--- src/rtl/pimc_pkg.sv ---
// Shared types for the interrupt message dispatcher.
//   pimc_msg_t        captured message (line number + target cpu)
//   dispatch_state_t  capture FSM states
package pimc_pkg;

  localparam logic [7:0] PIMC_DEFAULT_VEC_BASE = 8'h20;

  typedef struct packed {
    logic [7:0] lineno;
    logic [7:0] cpu;
  } pimc_msg_t;

  typedef enum logic [1:0] {
    IDLE = 2'd0,
    ACK  = 2'd1,
    WAIT = 2'd2
  } dispatch_state_t;

endpackage

--- src/rtl/pimc_msg_fifo.sv ---
// Message FIFO for the dispatcher.
//   push/push_data  write one entry (ignored when full)
//   pop             retire the head entry (ignored when empty)
//   head            current head entry, zero when storage never written
//   count           occupancy, 0..DEPTH
module pimc_msg_fifo
  import pimc_pkg::*;
#(
  parameter int DEPTH = 4
) (
  input  logic                       clk,
  input  logic                       rst,
  input  logic                       push,
  input  pimc_msg_t                  push_data,
  input  logic                       pop,
  output pimc_msg_t                  head,
  output logic [$clog2(DEPTH+1)-1:0] count
);

  localparam int PW = $clog2(DEPTH);
  localparam int CW = $clog2(DEPTH + 1);

  pimc_msg_t [DEPTH-1:0] mem_q, mem_d;
  logic [PW-1:0]         wr_ptr_q, wr_ptr_d;
  logic [PW-1:0]         rd_ptr_q, rd_ptr_d;
  logic [CW-1:0]         count_q, count_d;
  logic                  do_push, do_pop;

  assign do_push = push && (count_q != CW'(DEPTH));
  assign do_pop  = pop  && (count_q != '0);

  always_comb begin
    mem_d    = mem_q;
    wr_ptr_d = wr_ptr_q;
    rd_ptr_d = rd_ptr_q;
    count_d  = count_q;
    if (do_push) begin
      mem_d[wr_ptr_q] = push_data;
      wr_ptr_d        = wr_ptr_q + 1'b1;  // power-of-two depth: natural wrap
    end
    if (do_pop) rd_ptr_d = rd_ptr_q + 1'b1;
    case ({do_push, do_pop})
      2'b10:   count_d = count_q + 1'b1;
      2'b01:   count_d = count_q - 1'b1;
      default: count_d = count_q;
    endcase
  end

  always_ff @(posedge clk or posedge rst) begin
    if (rst) begin
      mem_q    <= '0;
      wr_ptr_q <= '0;
      rd_ptr_q <= '0;
      count_q  <= '0;
    end else begin
      mem_q    <= mem_d;
      wr_ptr_q <= wr_ptr_d;
      rd_ptr_q <= rd_ptr_d;
      count_q  <= count_d;
    end
  end

  assign head  = mem_q[rd_ptr_q];
  assign count = count_q;

endmodule

--- src/rtl/pimc_dispatch.sv ---
// Interrupt message dispatcher downstream of the platform interrupt controller.
// Captures posted messages (notify low), retires them with a one-cycle irqack,
// buffers them and delivers them over a valid/ready handshake.
//   notify/lineno/processor_id  posted message from the controller
//   irqack                      registered retire pulse to the controller
//   out_valid/out_ready         delivery handshake
//   out_vector/out_cpu          VEC_BASE+lineno and cpu of the head entry
//   pending                     FIFO occupancy
//   delivered                   saturating count of completed handshakes
module pimc_dispatch
  import pimc_pkg::*;
#(
  parameter int         DEPTH    = 4,
  parameter logic [7:0] VEC_BASE = PIMC_DEFAULT_VEC_BASE
) (
  input  logic                       clk,
  input  logic                       rst,
  input  logic                       notify,
  input  logic [7:0]                 lineno,
  input  logic [7:0]                 processor_id,
  output logic                       irqack,
  output logic                       out_valid,
  input  logic                       out_ready,
  output logic [7:0]                 out_vector,
  output logic [7:0]                 out_cpu,
  output logic [$clog2(DEPTH+1)-1:0] pending,
  output logic [15:0]                delivered
);

  localparam int CW = $clog2(DEPTH + 1);

  dispatch_state_t state_q, state_d;
  logic            irqack_q, irqack_d;
  logic [15:0]     delivered_q, delivered_d;
  logic            push, pop;
  pimc_msg_t       push_msg, head;
  logic [CW-1:0]   count;

  // Full check is on registered occupancy only: a pop this cycle does not
  // make room for a push until the next cycle.
  assign push     = (state_q == IDLE) && !notify && (count != CW'(DEPTH));
  assign pop      = out_valid && out_ready;
  assign push_msg = '{lineno: lineno, cpu: processor_id};

  pimc_msg_fifo #(.DEPTH(DEPTH)) u_fifo (
    .clk       (clk),
    .rst       (rst),
    .push      (push),
    .push_data (push_msg),
    .pop       (pop),
    .head      (head),
    .count     (count)
  );

  always_comb begin
    state_d  = state_q;
    irqack_d = 1'b0;
    case (state_q)
      IDLE: if (push) begin
        state_d  = ACK;
        irqack_d = 1'b1;
      end
      ACK:  state_d = WAIT;
      // Hold off until the controller has dropped the retired message.
      WAIT: if (notify) state_d = IDLE;
      default: state_d = IDLE;
    endcase
  end

  always_comb begin
    delivered_d = delivered_q;
    if (pop && (delivered_q != 16'hFFFF)) delivered_d = delivered_q + 16'd1;
  end

  always_ff @(posedge clk or posedge rst) begin
    if (rst) begin
      state_q     <= IDLE;
      irqack_q    <= 1'b0;
      delivered_q <= '0;
    end else begin
      state_q     <= state_d;
      irqack_q    <= irqack_d;
      delivered_q <= delivered_d;
    end
  end

  assign irqack     = irqack_q;
  assign out_valid  = (count != '0);
  assign out_vector = VEC_BASE + head.lineno;
  assign out_cpu    = head.cpu;
  assign pending    = count;
  assign delivered  = delivered_q;

endmodule

--- config.mk ---
export PLATFORM = sky130hd
export DESIGN_NAME = pimc_dispatch
export DESIGN_NICKNAME = d
export VERILOG_FILES = /design/src/rtl/pimc_pkg.sv /design/src/rtl/pimc_msg_fifo.sv /design/src/rtl/pimc_dispatch.sv
export SDC_FILE = /design/constraint.sdc
export NUM_CORES = 1
export LEC_CHECK = 0
export CORE_ASPECT_RATIO = 1.1
export CORE_UTILIZATION = 25
export CTS_CLUSTER_DIAMETER = 80
export CTS_CLUSTER_SIZE = 20
export DETAILED_ROUTE_END_ITERATION = 8
export DONT_BUFFER_PORTS = 1
export PLACE_DENSITY = 0.51
export SETUP_SLACK_MARGIN = 0.02
export SYNTH_ARGS = -nofsm -noshare
export SYNTH_HDL_FRONTEND = slang
export SYNTH_HIERARCHICAL = 1
export SYNTH_SLANG_ARGS = --single-unit
export TNS_END_PERCENT = 5
--- constraint.sdc ---
create_clock -name clk -period 2.7 [get_ports clk]
set_input_delay 0.54 -clock clk [delete_from_list [all_inputs] [get_ports clk]]
set_output_delay 0.54 -clock clk [all_outputs]
set_load 0.02 [all_outputs]
==> impl_results.md <==
- Fmax: 415.7 MHz
- Post-Synth Adder-Cell Area: 2.547%
- Worst path cell trace: mux4_2 -> ha_1 -> xor2_1 -> buf_4
- Post-Syn Area: 0.004224 mm²
- Initial antenna violation count: 0
- Die area: 0.01742 mm²
- # port buffers: 0
- Fraction of layout cells with a size suffix above 1: 42.43%
- Mux share of post-synthesis cell area: 26.72%
- Worst relative slew slack: 52.10%
- Kind of critical path: reg2out
- CP max stage delay: 0.60 ns
- Unrepaired setup endpoints after global routing: no
- Count of different cell masters after synthesis: 37
- Worst setup SP type: flip-flop
- Core area: 0.01643 mm²
- Die height: 138.3 µm
- CP required: 2.16 ns
- Fin Hold WS: 0.1616 ns
- Io pins: 57
- Rows: 49
- RD Place Congestion: 0.7397
- Worst-path clk slew: 0.07 ns
- Largest family of logic cells by synthesized area: multiplexers
- DRC violations left: 0
- Hold Violations, Final: 0
- R2R cell count: 10
- Fin nets: 327
- Routed WL per cell: 17.12 µm
- Tightest Pin Transition: 0.7177 ns
- Post-CTS Setup Repair Bufs: 0
- Crit Reg-Reg Endpoint: u_fifo/count[2]$_DFFE_PP0P_
- Total number of vias: 2349
- Avg Cell Area, Syn: 14.87 µm²
- Antenna viol nets, final: 0
- Post-cts hold buffer count: 0
- CP max stage cell: dfrtp_1
- Slew Limit Fails: 0
- Synth Flop Type: dfrtp_1
- Cell depth of the worst setup path: 4
- Clock sinks: 90
- Syn. warnings: 6
- Status: finished, final reports clean
- Root Driver: clkbuf_16
- Worst ir drop on vdd: 0.6108 mV
- Async SR Flop Fraction: 100.0%
- Synth Area in Compound Gates: 2.103%
- Initial core utilization: 25.71%
- Fin crit share: 89.09%
- Area of the multi-input gates: 0.001868 mm²
- Synth Instances: 284
- R2r setup slk: 0.35 ns
- CTS tree: built
- Max clock buf depth: 2
- Routed WL: 8695 µm
- Tightest Hold Check Type: in2async
- Post-synthesis xor/xnor area fraction: 3.940%
- Vias per inst: 4.624
- Initial DRT Pass Iterations: 4
- Global-route wire length before repair: 14430 µm
- Leak: 2.041 nW
- Gr usage total: 10.97%
- Vias in the first global route: 2596
- Area Growth Syn to Fin: 14.84%
- Htree depth: 3
- RR Startpoint: u_fifo/count[0]$_DFFE_PP0P_
- Worst path arrival time: 1.87 ns
- CP max FO: 6
- Overall die width: 125.9 µm
- N_diodes: 0
- Seq. cell area: 0.002252 mm²
- Register area share after synthesis: 53.32%
- Critical path endpoint category: primary output
- Simple-gate share of the synthesized area: 8.886%
- Largest net degree at the start of global routing: 46
- Latest clock arrival within the worst-skew pair: 0.34 ns
- Number of gates resized after CTS: 0
- Min Clock Period, post-route: 2.405 ns
- Syn nets: 312
- Max cap viols: 0
- CP top delay family: flip-flops
- Final HPWL DP: 5859 µm
- Global route overflow: 0
- Pwr dens: 1295 mW/mm²
- Post-synth EDFFs: 0
- Inserted Clock Buffers: 9
- Yosys reg bits: 90
- Critical path buffers and inverters: 1
- Clock Skews: 0.007707 ns
- Fillers: 1659
- # setup viols final: 0
- Setup TNS: 0 ns
- First DRT Iteration DRCs: 99
[synth_stat cells, types with 2 or more instances]
cell type	n	area, µm²
nor2_1	5	18.77
nand4_1	6	37.54
buf_2	3	15.01
nand2_1	11	41.29
ha_1	7	87.58
nand4_4	2	42.54
xor2_1	14	122.6
nor3_1	6	30.03
or3_1	2	12.51
a21oi_1	4	20.02
and3_1	2	12.51
inv_1	10	37.54
mux4_2	16	360.4
xnor2_1	5	43.79
buf_6	4	45.04
nor4_2	3	37.54
mux2_2	66	743.2
dfrtp_1	90	2252
a2111oi_0	3	26.28
nor2_2	5	31.28
nand3_1	4	20.02
[through the flow]
stage	power [mW]	setup WS, ns	util [%]	cells	area (µm²)
finish	6.281	0.2946	29.52	508	4851
global route	6.706	0.1322	29.52	508	4851
CTS	6.403	0.2509	29.52	508	4851
detailed placement	5.018	0.3417	27.58	492	4532
global placement	4.935	0.3853	27.58	492	4532
floorplan	4.415	0.1657	-	284	4225
[metal layers]
layer | track usage (%) | vias to the layer above | part of all wire (%)
met1 | 12.25 | 1210 | 41
met5 | 0 | - | 0
met3 | 5.960 | 6 | 8.2
met2 | 18.17 | 64 | 50
li1 | - | 1069 | -
met4 | 2.663 | 0 | 0.74
[state kept, by name (all words and copies together) (netlist names)]
| signal | flops |
|---|---|
| delivered | 16 |
| irqack | 1 |
| state_q | 2 |
| u_fifo/count | 3 |
| u_fifo/mem_q | 64 |
| u_fifo/rd_ptr_q | 2 |
| u_fifo/wr_ptr_q | 2 |
[cell type report]
cell class | count | area share, %
Timing Repair Buffer | 12 | 2.373
Clock buffer | 11 | 4.798
Multi-Input combinational cell | 175 | 38.51
Inverter | 11 | 0.8512
Clock inverter | 5 | 1.780
Tap cell | 204 | 5.262
Sequential cell | 90 | 46.43
[worst max path at each step]
stage,startpoint,to
floorplan,u_fifo/count[0]$_DFFE_PP0P_,u_fifo/count[2]$_DFFE_PP0P_
global placement,u_fifo/count[0]$_DFFE_PP0P_,u_fifo/count[2]$_DFFE_PP0P_
detailed placement,u_fifo/count[0]$_DFFE_PP0P_,u_fifo/count[2]$_DFFE_PP0P_
CTS,u_fifo/rd_ptr_q[0]$_DFFE_PP0P_,out_vector[7]
global route,u_fifo/count[0]$_DFFE_PP0P_,u_fifo/count[2]$_DFFE_PP0P_
finish,u_fifo/rd_ptr_q[0]$_DFFE_PP0P_,out_vector[7]
[power breakdown]
part,internal [mW],switching [mW]
combinational,1.22,1.19
clock,0.820,0.537
sequential,1.97,0.547
total,4.01,2.27
[cells in the final DEF, fill, tap and decap left out, types with 3 or more instances in the layout]
master,instances
nand4_1,6
mux2_2,66
dfrtp_1,90
ha_1,7
nor2_2,5
nor2_1,5
xnor2_1,5
xor2_1,14
nor4_2,3
a21oi_1,4
nand3_1,4
nor3_1,6
nand2_1,11
inv_1,9
clkbuf_16,9
buf_4,10
mux4_2,16
[logic make-up after synthesis]
group           count (synthesis)
flops                          90
simple gates                   54
mux                            84
compound gates                 10
fa+ha+maj                       8
buf+inv                        19
xor+xnor                       19
Power figures use the tool's default switching activity.
